File: src/rtl/inst_loader_pkg.sv
// Shared definitions for the instruction loader.
// Contents:
//   state_e        - loader FSM state encoding (IDLE..ERROR)
//   BYTE_WIDTH     - width of one stream byte
//   BYTES_PER_WORD - payload bytes assembled into one instruction word
//   HDR_BYTES      - header length in bytes (LEN_HI, LEN_LO)
//   LEN_WIDTH      - width of the word count carried in the header
//   csum_add       - modulo-256 checksum accumulate
//   is_loading     - states in which the loader accepts bytes
package inst_loader_pkg;

  typedef enum logic [2:0] {
    ST_IDLE   = 3'd0,
    ST_LEN_HI = 3'd1,
    ST_LEN_LO = 3'd2,
    ST_DATA   = 3'd3,
    ST_CHECK  = 3'd4,
    ST_DONE   = 3'd5,
    ST_ERROR  = 3'd6
  } state_e;

  localparam int BYTE_WIDTH     = 8;
  localparam int BYTES_PER_WORD = 4;
  localparam int HDR_BYTES      = 2;
  localparam int LEN_WIDTH      = HDR_BYTES * BYTE_WIDTH;

  // Sum of payload bytes, truncated to 8 bits.
  function automatic logic [BYTE_WIDTH-1:0] csum_add(input logic [BYTE_WIDTH-1:0] acc,
                                                     input logic [BYTE_WIDTH-1:0] b);
    return acc + b;
  endfunction

  // True for the states that consume stream bytes (and count idle time).
  function automatic logic is_loading(input state_e s);
    logic r;
    case (s)
      ST_LEN_HI, ST_LEN_LO, ST_DATA, ST_CHECK: r = 1'b1;
      default:                                 r = 1'b0;
    endcase
    return r;
  endfunction

endpackage

File: src/rtl/inst_loader_if.sv
// Byte-stream input and instruction-memory write port of the loader.
// Signals:
//   byte_valid/byte_data/byte_ready - byte stream handshake (transfer when valid & ready)
//   mem_we/mem_address/mem_data     - one-cycle write strobe with address and word
// Modports:
//   master - environment side: drives the byte stream, observes the memory port
//   slave  - loader side: consumes the byte stream, drives the memory port
interface inst_loader_if #(
  parameter int ADDR_WIDTH = 12,
  parameter int DATA_WIDTH = 32
);
  import inst_loader_pkg::*;

  logic                  byte_valid;
  logic [BYTE_WIDTH-1:0] byte_data;
  logic                  byte_ready;
  logic                  mem_we;
  logic [ADDR_WIDTH-1:0] mem_address;
  logic [DATA_WIDTH-1:0] mem_data;

  modport master (
    output byte_valid, byte_data,
    input  byte_ready, mem_we, mem_address, mem_data
  );

  modport slave (
    input  byte_valid, byte_data,
    output byte_ready, mem_we, mem_address, mem_data
  );

endinterface

File: src/rtl/inst_loader_word_asm.sv
// Byte-to-word assembly and memory write strobe.
// Ports:
//   clock, reset - system clock, asynchronous active-high reset
//   clear        - restart assembly at byte 0 (new load)
//   byte_fire    - a payload byte is accepted this cycle
//   byte_data    - the accepted byte (words arrive MSB first)
//   word_index   - words already written; forms the write address
//   word_last    - the next accepted byte completes a word
//   mem_we/mem_address/mem_data - registered write, high one cycle per word
// The first three bytes of a word sit in a shift register; the completed
// word is copied into a separate output register, so the next word's first
// byte can be accepted in the same cycle the write is presented.
module inst_loader_word_asm
  import inst_loader_pkg::*;
#(
  parameter int ADDR_WIDTH = 12,
  parameter int DATA_WIDTH = 32,
  parameter int BASE_ADDR  = 0
) (
  input  logic                  clock,
  input  logic                  reset,
  input  logic                  clear,
  input  logic                  byte_fire,
  input  logic [BYTE_WIDTH-1:0] byte_data,
  input  logic [ADDR_WIDTH-1:0] word_index,
  output logic                  word_last,
  output logic                  mem_we,
  output logic [ADDR_WIDTH-1:0] mem_address,
  output logic [DATA_WIDTH-1:0] mem_data
);

  localparam int SHIFT_W = DATA_WIDTH - BYTE_WIDTH;
  localparam int IDX_W   = $clog2(BYTES_PER_WORD);
  localparam logic [IDX_W-1:0] LAST_IDX = IDX_W'(BYTES_PER_WORD - 1);

  logic [IDX_W-1:0]      idx_q, idx_d;
  logic [SHIFT_W-1:0]    shift_q, shift_d;
  logic                  we_q, we_d;
  logic [ADDR_WIDTH-1:0] addr_q, addr_d;
  logic [DATA_WIDTH-1:0] data_q, data_d;

  // Shift bytes in; on the 4th byte publish the word and its address.
  always_comb begin
    idx_d   = idx_q;
    shift_d = shift_q;
    we_d    = 1'b0;
    addr_d  = addr_q;
    data_d  = data_q;
    if (clear) begin
      idx_d = {IDX_W{1'b0}};
    end else if (byte_fire) begin
      if (idx_q == LAST_IDX) begin
        we_d   = 1'b1;
        data_d = {shift_q, byte_data};
        addr_d = ADDR_WIDTH'(BASE_ADDR) + word_index;
        idx_d  = {IDX_W{1'b0}};
      end else begin
        shift_d = {shift_q[SHIFT_W-BYTE_WIDTH-1:0], byte_data};
        idx_d   = idx_q + IDX_W'(1);
      end
    end else begin
      idx_d = idx_q;
    end
  end

  // Assembly and write-port registers.
  always_ff @(posedge clock or posedge reset) begin
    if (reset) begin
      idx_q   <= {IDX_W{1'b0}};
      shift_q <= {SHIFT_W{1'b0}};
      we_q    <= 1'b0;
      addr_q  <= {ADDR_WIDTH{1'b0}};
      data_q  <= {DATA_WIDTH{1'b0}};
    end else begin
      idx_q   <= idx_d;
      shift_q <= shift_d;
      we_q    <= we_d;
      addr_q  <= addr_d;
      data_q  <= data_d;
    end
  end

  assign word_last   = (idx_q == LAST_IDX);
  assign mem_we      = we_q;
  assign mem_address = addr_q;
  assign mem_data    = data_q;

endmodule

File: src/rtl/inst_loader.sv
// Instruction memory loader: parses a big-endian program image from a byte
// stream (LEN_HI, LEN_LO, 4*N payload bytes, 8-bit payload checksum) and
// writes the words to consecutive addresses starting at BASE_ADDR.
// Ports:
//   clock, reset - system clock, asynchronous active-high reset
//   start        - one-cycle pulse arming a load; ignored while busy
//   bus          - byte stream in, memory write port out (slave modport)
//   busy         - load in progress (LEN_HI..CHECK)
//   done/error   - sticky completion status until the next start
//   word_count   - words written in the current load
module inst_loader
  import inst_loader_pkg::*;
#(
  parameter int ADDR_WIDTH = 12,
  parameter int DATA_WIDTH = 32,
  parameter int BASE_ADDR  = 0,
  parameter int MEM_WORDS  = 4096,
  parameter int TIMEOUT    = 1000000
) (
  input  logic                  clock,
  input  logic                  reset,
  input  logic                  start,
  inst_loader_if.slave          bus,
  output logic                  busy,
  output logic                  done,
  output logic                  error,
  output logic [ADDR_WIDTH-1:0] word_count
);

  localparam int IDLE_W = $clog2(TIMEOUT + 1);
  localparam logic [IDLE_W-1:0] IDLE_LAST = IDLE_W'(TIMEOUT - 1);
  // Largest N that still ends at or below the top of memory.
  localparam logic [31:0] MAX_WORDS = 32'(MEM_WORDS - BASE_ADDR);

  state_e                state_q, state_d;
  logic [BYTE_WIDTH-1:0] len_hi_q, len_hi_d;
  logic [LEN_WIDTH-1:0]  len_q, len_d;
  logic [LEN_WIDTH-1:0]  words_q, words_d;
  logic [BYTE_WIDTH-1:0] csum_q, csum_d;
  logic [IDLE_W-1:0]     idle_q, idle_d;
  logic                  byte_ready_q, byte_ready_d;
  logic                  busy_q, busy_d;
  logic                  done_q, done_d;
  logic                  error_q, error_d;

  logic                  fire_s;
  logic                  start_ok_s;
  logic                  timeout_s;
  logic                  asm_fire_s;
  logic                  word_last_s;
  logic [LEN_WIDTH-1:0]  len_in_s;

  assign fire_s     = bus.byte_valid & byte_ready_q;
  assign start_ok_s = start & ~is_loading(state_q);
  assign timeout_s  = is_loading(state_q) & ~fire_s & (idle_q == IDLE_LAST);
  assign asm_fire_s = fire_s & (state_q == ST_DATA);
  assign len_in_s   = {len_hi_q, bus.byte_data};

  // Load sequencing, checksum and word counting; outputs follow the next state.
  always_comb begin
    state_d  = state_q;
    len_hi_d = len_hi_q;
    len_d    = len_q;
    words_d  = words_q;
    csum_d   = csum_q;
    case (state_q)
      ST_IDLE, ST_DONE, ST_ERROR: begin
        if (start) begin
          state_d = ST_LEN_HI;
          words_d = {LEN_WIDTH{1'b0}};
          csum_d  = {BYTE_WIDTH{1'b0}};
        end else begin
          state_d = state_q;
        end
      end
      ST_LEN_HI: begin
        if (fire_s) begin
          len_hi_d = bus.byte_data;
          state_d  = ST_LEN_LO;
        end else if (timeout_s) begin
          state_d = ST_ERROR;
        end else begin
          state_d = state_q;
        end
      end
      ST_LEN_LO: begin
        if (fire_s) begin
          len_d = len_in_s;
          if (32'(len_in_s) > MAX_WORDS) begin
            state_d = ST_ERROR;
          end else if (len_in_s == {LEN_WIDTH{1'b0}}) begin
            state_d = ST_CHECK;
          end else begin
            state_d = ST_DATA;
          end
        end else if (timeout_s) begin
          state_d = ST_ERROR;
        end else begin
          state_d = state_q;
        end
      end
      ST_DATA: begin
        if (fire_s) begin
          csum_d = csum_add(csum_q, bus.byte_data);
          // The write itself lands next cycle, but CHECK may already
          // accept the checksum byte then.
          if (word_last_s) begin
            words_d = words_q + LEN_WIDTH'(1);
            if ((words_q + LEN_WIDTH'(1)) == len_q) begin
              state_d = ST_CHECK;
            end else begin
              state_d = state_q;
            end
          end else begin
            state_d = state_q;
          end
        end else if (timeout_s) begin
          state_d = ST_ERROR;
        end else begin
          state_d = state_q;
        end
      end
      ST_CHECK: begin
        if (fire_s) begin
          if (bus.byte_data == csum_q) begin
            state_d = ST_DONE;
          end else begin
            state_d = ST_ERROR;
          end
        end else if (timeout_s) begin
          state_d = ST_ERROR;
        end else begin
          state_d = state_q;
        end
      end
      default: begin
        state_d = ST_IDLE;
      end
    endcase

    byte_ready_d = is_loading(state_d);
    busy_d       = is_loading(state_d);
    done_d       = (state_d == ST_DONE);
    error_d      = (state_d == ST_ERROR);
  end

  // Idle counter: restarts on every accepted byte, runs only while loading.
  always_comb begin
    if (!is_loading(state_q) || fire_s || timeout_s) begin
      idle_d = {IDLE_W{1'b0}};
    end else begin
      idle_d = idle_q + IDLE_W'(1);
    end
  end

  // FSM, counters and registered status outputs.
  always_ff @(posedge clock or posedge reset) begin
    if (reset) begin
      state_q      <= ST_IDLE;
      len_hi_q     <= {BYTE_WIDTH{1'b0}};
      len_q        <= {LEN_WIDTH{1'b0}};
      words_q      <= {LEN_WIDTH{1'b0}};
      csum_q       <= {BYTE_WIDTH{1'b0}};
      idle_q       <= {IDLE_W{1'b0}};
      byte_ready_q <= 1'b0;
      busy_q       <= 1'b0;
      done_q       <= 1'b0;
      error_q      <= 1'b0;
    end else begin
      state_q      <= state_d;
      len_hi_q     <= len_hi_d;
      len_q        <= len_d;
      words_q      <= words_d;
      csum_q       <= csum_d;
      idle_q       <= idle_d;
      byte_ready_q <= byte_ready_d;
      busy_q       <= busy_d;
      done_q       <= done_d;
      error_q      <= error_d;
    end
  end

  inst_loader_word_asm #(
    .ADDR_WIDTH (ADDR_WIDTH),
    .DATA_WIDTH (DATA_WIDTH),
    .BASE_ADDR  (BASE_ADDR)
  ) u_word_asm (
    .clock       (clock),
    .reset       (reset),
    .clear       (start_ok_s),
    .byte_fire   (asm_fire_s),
    .byte_data   (bus.byte_data),
    .word_index  (ADDR_WIDTH'(words_q)),
    .word_last   (word_last_s),
    .mem_we      (bus.mem_we),
    .mem_address (bus.mem_address),
    .mem_data    (bus.mem_data)
  );

  assign bus.byte_ready = byte_ready_q;
  assign busy           = busy_q;
  assign done           = done_q;
  assign error          = error_q;
  assign word_count     = ADDR_WIDTH'(words_q);

endmodule

File: src/flat_wrapper.sv
// flat-port wrapper written by rule: the top's interface ports become plain ports
module inst_loader_flat import inst_loader_pkg::*;
#(
  parameter int ADDR_WIDTH = 12,
  parameter int DATA_WIDTH = 32,
  parameter int BASE_ADDR  = 0,
  parameter int MEM_WORDS  = 4096,
  parameter int TIMEOUT    = 1000000
)
  (clock, reset, start, busy, done, error, word_count, bus_byte_valid, bus_byte_data, bus_byte_ready, bus_mem_we, bus_mem_address, bus_mem_data);
  inst_loader_if #(.ADDR_WIDTH(ADDR_WIDTH), .DATA_WIDTH(DATA_WIDTH)) bus_i ();
  input  logic clock;
  input  logic reset;
  input  logic start;
  output logic busy;
  output logic done;
  output logic error;
  output logic [ADDR_WIDTH-1:0] word_count;
  input wire logic [$bits(bus_i.byte_valid)-1:0] bus_byte_valid;
  input wire logic [$bits(bus_i.byte_data)-1:0] bus_byte_data;
  output wire logic [$bits(bus_i.byte_ready)-1:0] bus_byte_ready;
  output wire logic [$bits(bus_i.mem_we)-1:0] bus_mem_we;
  output wire logic [$bits(bus_i.mem_address)-1:0] bus_mem_address;
  output wire logic [$bits(bus_i.mem_data)-1:0] bus_mem_data;
  assign bus_i.byte_valid = bus_byte_valid;
  assign bus_i.byte_data = bus_byte_data;
  assign bus_byte_ready = bus_i.byte_ready;
  assign bus_mem_we = bus_i.mem_we;
  assign bus_mem_address = bus_i.mem_address;
  assign bus_mem_data = bus_i.mem_data;
  inst_loader #(.ADDR_WIDTH(ADDR_WIDTH), .DATA_WIDTH(DATA_WIDTH), .BASE_ADDR(BASE_ADDR), .MEM_WORDS(MEM_WORDS), .TIMEOUT(TIMEOUT)) u_core (.clock(clock), .reset(reset), .start(start), .bus(bus_i), .busy(busy), .done(done), .error(error), .word_count(word_count));
endmodule
File: config.mk
export PLATFORM = sky130hd
export DESIGN_NAME = inst_loader_flat
export DESIGN_NICKNAME = d
export VERILOG_FILES = /design/src/rtl/inst_loader_pkg.sv /design/src/rtl/inst_loader_if.sv /design/src/rtl/inst_loader_word_asm.sv /design/src/rtl/inst_loader.sv /design/src/flat_wrapper.sv
export SDC_FILE = /design/constraint.sdc
export NUM_CORES = 1
export LEC_CHECK = 0
export CORE_ASPECT_RATIO = 1.5
export CORE_MARGIN = 1.5
export CORE_UTILIZATION = 45
export CTS_CLUSTER_DIAMETER = 150
export DETAILED_ROUTE_END_ITERATION = 8
export GPL_ROUTABILITY_DRIVEN = 0
export MAX_ROUTING_LAYER = met4
export PLACE_DENSITY = 0.66
export SLEW_MARGIN = 5
export SYNTH_ARGS = -nofsm -noshare
export SYNTH_HDL_FRONTEND = slang
export SYNTH_HIERARCHICAL = 1
export SYNTH_SLANG_ARGS = --single-unit
export TNS_END_PERCENT = 10
File: constraint.sdc
create_clock -name clock -period 6.6 [get_ports clock]
set_input_delay 0.66 -clock clock [delete_from_list [all_inputs] [get_ports clock]]
set_output_delay 0.66 -clock clock [all_outputs]
set_load 0.02 [all_outputs]
=== After elaboration in Yosys (flattened, before gate mapping) ===
Index checks and enable logic that the tools add are counted.

* Add/subtract/negate cells: 4
* Bitwise logic cells: 9
* Equality and inequality tests: 19
* Multiplexer cells: 28
* $lt $le $gt $ge: 1
* Reduce and logical (&&, ||, !) cells: 16

{| class="wikitable"
|+ Operators by type and width
! kind !! count
|-
| 16-bit two-way mux || 3
|-
| 16-bit case mux with 2 select lines || 1
|-
| 3-bit two-way mux || 10
|-
| 20-bit by 1-bit adder with 20-bit output, second input constant || 1
|-
| 20-bit == test, second input constant || 1
|-
| 20-bit two-way mux || 1
|-
| 3-bit == test, second input constant || 6
|-
| 16-bit by 1-bit adder with 16-bit output, second input constant || 1
|-
| 16-bit == test || 1
|-
| 16-bit by 13-bit greater-than comparator with 1-bit output, second input constant || 1
|-
| 16-bit zero test || 1
|-
| 8-bit two-way mux || 2
|-
| 8-bit case mux with 2 select lines || 1
|-
| 3-bit case mux with 5 select lines || 1
|-
| 3-bit by 2-bit == test with 1-bit output, second input constant || 4
|-
| 3-bit AND reduction || 3
|-
| 8-bit adder || 1
|-
| 8-bit == test || 1
|-
| 2-bit two-way mux || 4
|-
| 4-bit OR reduction || 2
|-
| 3-bit by 1-bit == test with 1-bit output, second input constant || 2
|-
| 1-bit bitwise AND || 5
|-
| 1-bit two-way mux || 5
|-
| 2-bit != test, second input constant || 2
|-
| other kinds (11) || 17
|}

* Bits of input ports: 12
* Output and inout port bits: 61
* Register bits: 145
* Logic and storage cells: 91

=== Depth between registers and ports, before layout ===
* Depth in word-level cells: 11
* Depth in mapped cells: 10
* Gate-level depth less buffers: 9

=== By module ===
The synthesis kept the hierarchy.

{| class="wikitable"
|+ By module, submodules not included
! module !! cells an instance !! seq. area each (sq um) !! area each (sq um) !! times used
|-
| inst_loader || 460 || 1851.8 || 4505.6 || 1
|-
| inst_loader_word_asm || 156 || 1776.7 || 2697.6 || 1
|}

=== Worst setup path before layout ===
No wires, ideal clock.

* Path kind: register -> register
* Start: reg u_core.words_q[0]
* End: reg u_core.busy_q (netlist: u_core/busy)
* Setup time: 132 ps
* Arrival time: 2653 ps
* Path buffers: 0
* Clock period less this slack: 2784 ps
* Required time: 6468 ps
* Cell stages (with the launch flop): 10
* Setup slack: 3816 ps
* Cells stage by stage: dfrtp_1 -> ha_1 -> and3_1 -> and3_1 -> o311a_1 -> a2111oi_4 -> o2111ai_1 -> a221oi_2 -> nand2b_1 -> xnor2_1

* Word-level cells in the longest chain between the ends: 9
* Elaborated cells between the ends (all ways): 12
* Classes of those cells: add/sub: 1; eq/ne: 5; mux: 5; reduce/logical: 1

{| class="wikitable"
|+ Ends and longest elaborated chain
! item !! line !! RTL
|-
| start: declaration || inst_loader.sv:38 || <nowiki>logic [LEN_WIDTH-1:0] words_q, words_d;</nowiki>
|-
| start signal: assignment || inst_loader.sv:162 || <nowiki>words_q <= {LEN_WIDTH{1'b0}};</nowiki>
|-
| start signal: assignment || inst_loader.sv:173 || <nowiki>words_q <= words_d;</nowiki>
|-
| 16-bit by 1-bit adder with 16-bit output * || inst_loader.sv:109 || <nowiki>if ((words_q + LEN_WIDTH'(1)) == len_q) begin</nowiki>
|-
| 16-bit == test * || inst_loader.sv:109 ||
|-
| 3-bit two-way mux * || inst_loader.sv:109 ||
|-
| 3-bit two-way mux * || inst_loader.sv:107 || <nowiki>if (word_last_s) begin</nowiki>
|-
| 3-bit two-way mux * || inst_loader.sv:103 || <nowiki>if (fire_s) begin</nowiki>
|-
| 3-bit case mux with 5 select lines * || inst_loader.sv:66 || <nowiki>case (state_q)</nowiki>
|-
| 3-bit by 1-bit == test with 1-bit output (tied with other cells) || inst_loader_pkg.sv:36 || <nowiki>case (s)</nowiki>
|-
| 4-bit OR reduction * || inst_loader_pkg.sv:36 ||
|-
| 1-bit two-way mux * || inst_loader_pkg.sv:36 ||
|-
| via u_core.busy_d || inst_loader.sv:42 || <nowiki>logic busy_q, busy_d;</nowiki>
|-
| end signal: assignment || inst_loader.sv:177 || <nowiki>busy_q <= busy_d;</nowiki>
|-
| end: declaration || inst_loader.sv:42 ||
|}

The timed path passes the listed nets; every way through them passes the cells marked *.
A chain may end at the register's enable or synchronous reset.

=== Worst setup path after layout ===
* Start: reg u_core.state_q[2]
* End: reg u_core.u_word_asm.shift_q[5]

* Elaborated cells between the ends (all ways): 11
* Classes of those cells: eq/ne: 4; mux: 1; bitwise: 4; reduce/logical: 2

{| class="wikitable"
|+ RTL lines
! item !! line !! RTL
|-
| start: declaration || inst_loader.sv:35 || <nowiki>state_e state_q, state_d;</nowiki>
|-
| start signal: assignment || inst_loader.sv:170 || <nowiki>state_q <= state_d;</nowiki>
|-
| 3-bit by 2-bit == test with 1-bit output || inst_loader.sv:56 || <nowiki>assign asm_fire_s = fire_s & (state_q == ST_DATA);</nowiki>
|-
| 1-bit bitwise AND || inst_loader.sv:56 ||
|-
| via u_core.asm_fire_s || inst_loader.sv:49 || <nowiki>logic asm_fire_s;</nowiki>
|-
| 3-bit AND reduction (no source line) || n/a ||
|-
| end signal: assignment || inst_loader_word_asm.sv:70 || <nowiki>shift_q <= {SHIFT_W{1'b0}};</nowiki>
|-
| end signal: assignment || inst_loader_word_asm.sv:76 || <nowiki>shift_q <= shift_d;</nowiki>
|-
| end: declaration || inst_loader_word_asm.sv:37 || <nowiki>logic [SHIFT_W-1:0] shift_q, shift_d;</nowiki>
|}

The timed path passes the listed nets, and every way through them passes these cells.

==> metrics.cfg <==
[routing]
vias = 5023
viasPerCell = 5.66
wl_per_cell_um = 18.1
drc = 0
drt_wl_total_um = 16000
drtPass1Iterations = 4
first_iter_violations = 247
ant_nets = 0

[sta]
relSlewSlack_pct = 13.9
finalHoldViolations = 0
fin_crit_ns = 3.51
fmax_ghz = 0.285
fin_ws_ns = 3.09
tightest_slew_ns = 1.29
hold_slack_ns = 0.483
fin_setup_tns_ns = 0
fin_crit_sh_pct = 53.2
finClkSkew_ns = 0.00916
setup_viol = 0
drv_slew = 0
rsz0062_at_grt = no

[power_and_ir_drop]
power_density_nw_per_um2 = 336
p_leak_nw = 3.83
p_int_mw = 1.95
ir_drop_v = 0.000150
swShare_pct = 32.2
clockPowerShare_pct = 34.0
pwr-share-comb_pct = 24.1
p_sw_uw = 927
seqPwrFrac_pct = 41.9

[floorplanning]
start_util_pct = 46.1
num_rows = 56
core_um2 = 15600
dieHeight_um = 158
dieArea_um2 = 16800
die_w_um = 106
pin_count = 73

[grt]
grt_use_total_pct = 21.0
grt_pass1_vias = 5258
grt_pass1_wl_um = 26500
antenna_found_initial = 0
grt_overflow_total = 0
grt_max_degree = 75

[worst_hold_path]
hp-start = u_core/csum_q[0]$_DFFE_PP0P_
hold_class = register to register

[finish]
fillers = 1304
num-nets-final = 695
antenna_cells = 0
area_growth_pct = 18.7
stdcell_count = 888
most-common-layout-cells = 145 x dfrtp_1, 89 x mux2_2, 72 x clkdlybuf4s50_1
final-seq-area_um2 = 3630
drive_gt1_share_pct = 21.5
finalInstanceArea_um2 = 8550
final_common_cell = dfrtp_1
multiInputGateArea_um2 = 3270

[cts]
clock-sinks = 145
cts_tree = built
path_clk_slew_ns = 0.06
clock_latency_ns = 0.42
postCtsHoldBufs = 0
cts.htree.levels = 4
cts_buffers = 17
cts_setup_buffers = 0
ctsResizeCount = 0
clockBufferDepth = 2
cts_root_buf = clkbuf_16

[worst_setup_path]
reg2reg_from = u_core/state_q[2]$_DFF_PP0_
crit_slowest_cell = nor3b_4
critPathTopFamily = simple AND/OR/NAND/NOR gates
cp.required_ns = 6.89
cp_max_fo = 24
crit_chain = inv_1, nand3_1, nor2_1, buf_4, nor3b_4, mux2_2
crit_start = u_core/state_q[2]$_DFF_PP0_
start_kind = register
crit_buf_inv = 2
crit_path_end_kind = register
max_stage_delay_ns = 1.05
crit_type = register to register
critical_path_arrival_ns = 3.80

[status]
status = finished, final reports clean

[yosys]
synth_nets = 639
yosysWarnings = 6
netlist_area_um2 = 7200
ys.flop_type = dfrtp_1
synth.ff_latch_count = 145
syn_inst = 616
synth.yosys.seq_area_share_pct = 50.4
avgSynthCellArea_um2 = 11.7
yosysUniqueCellTypes = 63
synthArstFlopShare_pct = 100
synth_edf_count = 0

[run]
max-cap-violations = 0

[place]
place_area_um2 = 7940
place_inst = 856
io_buffers = 72
place_ws_ns = 3.13
dp_hpwl_um = 11200

registers in the layout, indices dropped and copies added, names as in the netlist:
register / cells
u_core/u_word_asm/mem_data: 32
u_core/len_hi_q: 8
u_core/csum_q: 8
u_core/idle_q: 20
u_core/len_q: 16
u_core/u_word_asm/mem_address: 12
u_core/u_word_asm/shift_q: 24
u_core/busy: 1
u_core/u_word_asm/mem_we: 1
u_core/words_q: 16
u_core/u_word_asm/idx_q: 2
u_core/done: 1
u_core/error: 1
u_core/state_q: 3
stage by stage:
stage / power, mW / utilization (%)
after floorplan: 1.72 / -
after global placement: 1.88 / 50.8
after detailed placement: 1.91 / 50.8
after CTS: 2.90 / 54.7
after global routing: 3.05 / 54.7
final: 2.88 / 54.7
logic make-up (layout without fill, tap and decap cells):
group | count (synthesis) | count (layout) | synth area share [%]
mux | 96 | 96 | 15.0
xor+xnor | 48 | 48 | 5.84
compound gates | 95 | 95 | 8.95
flops | 145 | 145 | 50.4
fa+ha+maj | 11 | 11 | 2.01
simple gates | 171 | 171 | 13.5
buf+inv | 50 | 119 | 4.36
cell type report:
type	count	share of cell area, %
Clock buffer	18	5.14
Timing Repair Buffer	77	8.87
Clock inverter	14	1.96
Tap cell	203	2.97
Inverter	10	0.439
Sequential cell	145	42.4
Multi-Input combinational cell	421	38.2
metal layers:
layer / vias up / wire length, um / GRT usage (%)
li1: 2321 / - / -
met1: 2556 / 6170 / 22.0
met2: 108 / 8940 / 37.9
met3: 38 / 412 / 3.50
met4: 0 / 524 / 10.3
met5: - / 0 / -
worst register-to-register path, cell delays in order (launching register included):
cell	delay, ns
dfrtp_1	0.50
inv_1	0.20
nand3_1	0.69
nor2_1	0.29
buf_4	0.22
nor3b_4	1.06
mux2_2	0.44
power by group through the flow:
stage	clock network (mW)	registers [mW]	logic [mW]
after floorplan	0	1.16	0.566
after global placement	0	1.21	0.670
after detailed placement	0	1.22	0.690
after CTS	0.999	1.20	0.698
after global routing	1.04	1.23	0.773
final	0.977	1.21	0.695
synthesized netlist by cell type (12+ instances only):
| cell | count | share of area, % |
|---|---|---|
| a21oi_1 | 18 | 1.3 |
| buf_4 | 16 | 1.7 |
| dfrtp_1 | 145 | 50 |
| mux2_2 | 89 | 14 |
| nand2_1 | 33 | 1.7 |
| nand3_1 | 18 | 1.3 |
| nand4_1 | 12 | 1.0 |
| nor2_1 | 39 | 2.0 |
| o21ai_0 | 29 | 2.0 |
| xnor2_1 | 28 | 3.4 |
| xor2_1 | 20 | 2.4 |
final timing paths:
| check | end | depth (start not counted) | slack [ns] |
|---|---|---|---|
| max in group asynchronous | u_core/idle_q[13]$_DFF_PP0_ | 3 | 5.02 |
| min reg2reg | u_core/csum_q[0]$_DFFE_PP0P_ | 2 | 0.48 |
| min | u_core/csum_q[0]$_DFFE_PP0P_ | 2 | 0.48 |
| min in group asynchronous | u_core/u_word_asm/mem_address[5]$_DFFE_PP0P_ | 3 | 0.88 |
| max | u_core/u_word_asm/shift_q[5]$_DFFE_PP0P_ | 6 | 3.09 |
| max reg2reg | u_core/u_word_asm/shift_q[5]$_DFFE_PP0P_ | 6 | 3.09 |
No activity file was read; power rests on OpenSTA's default activity.
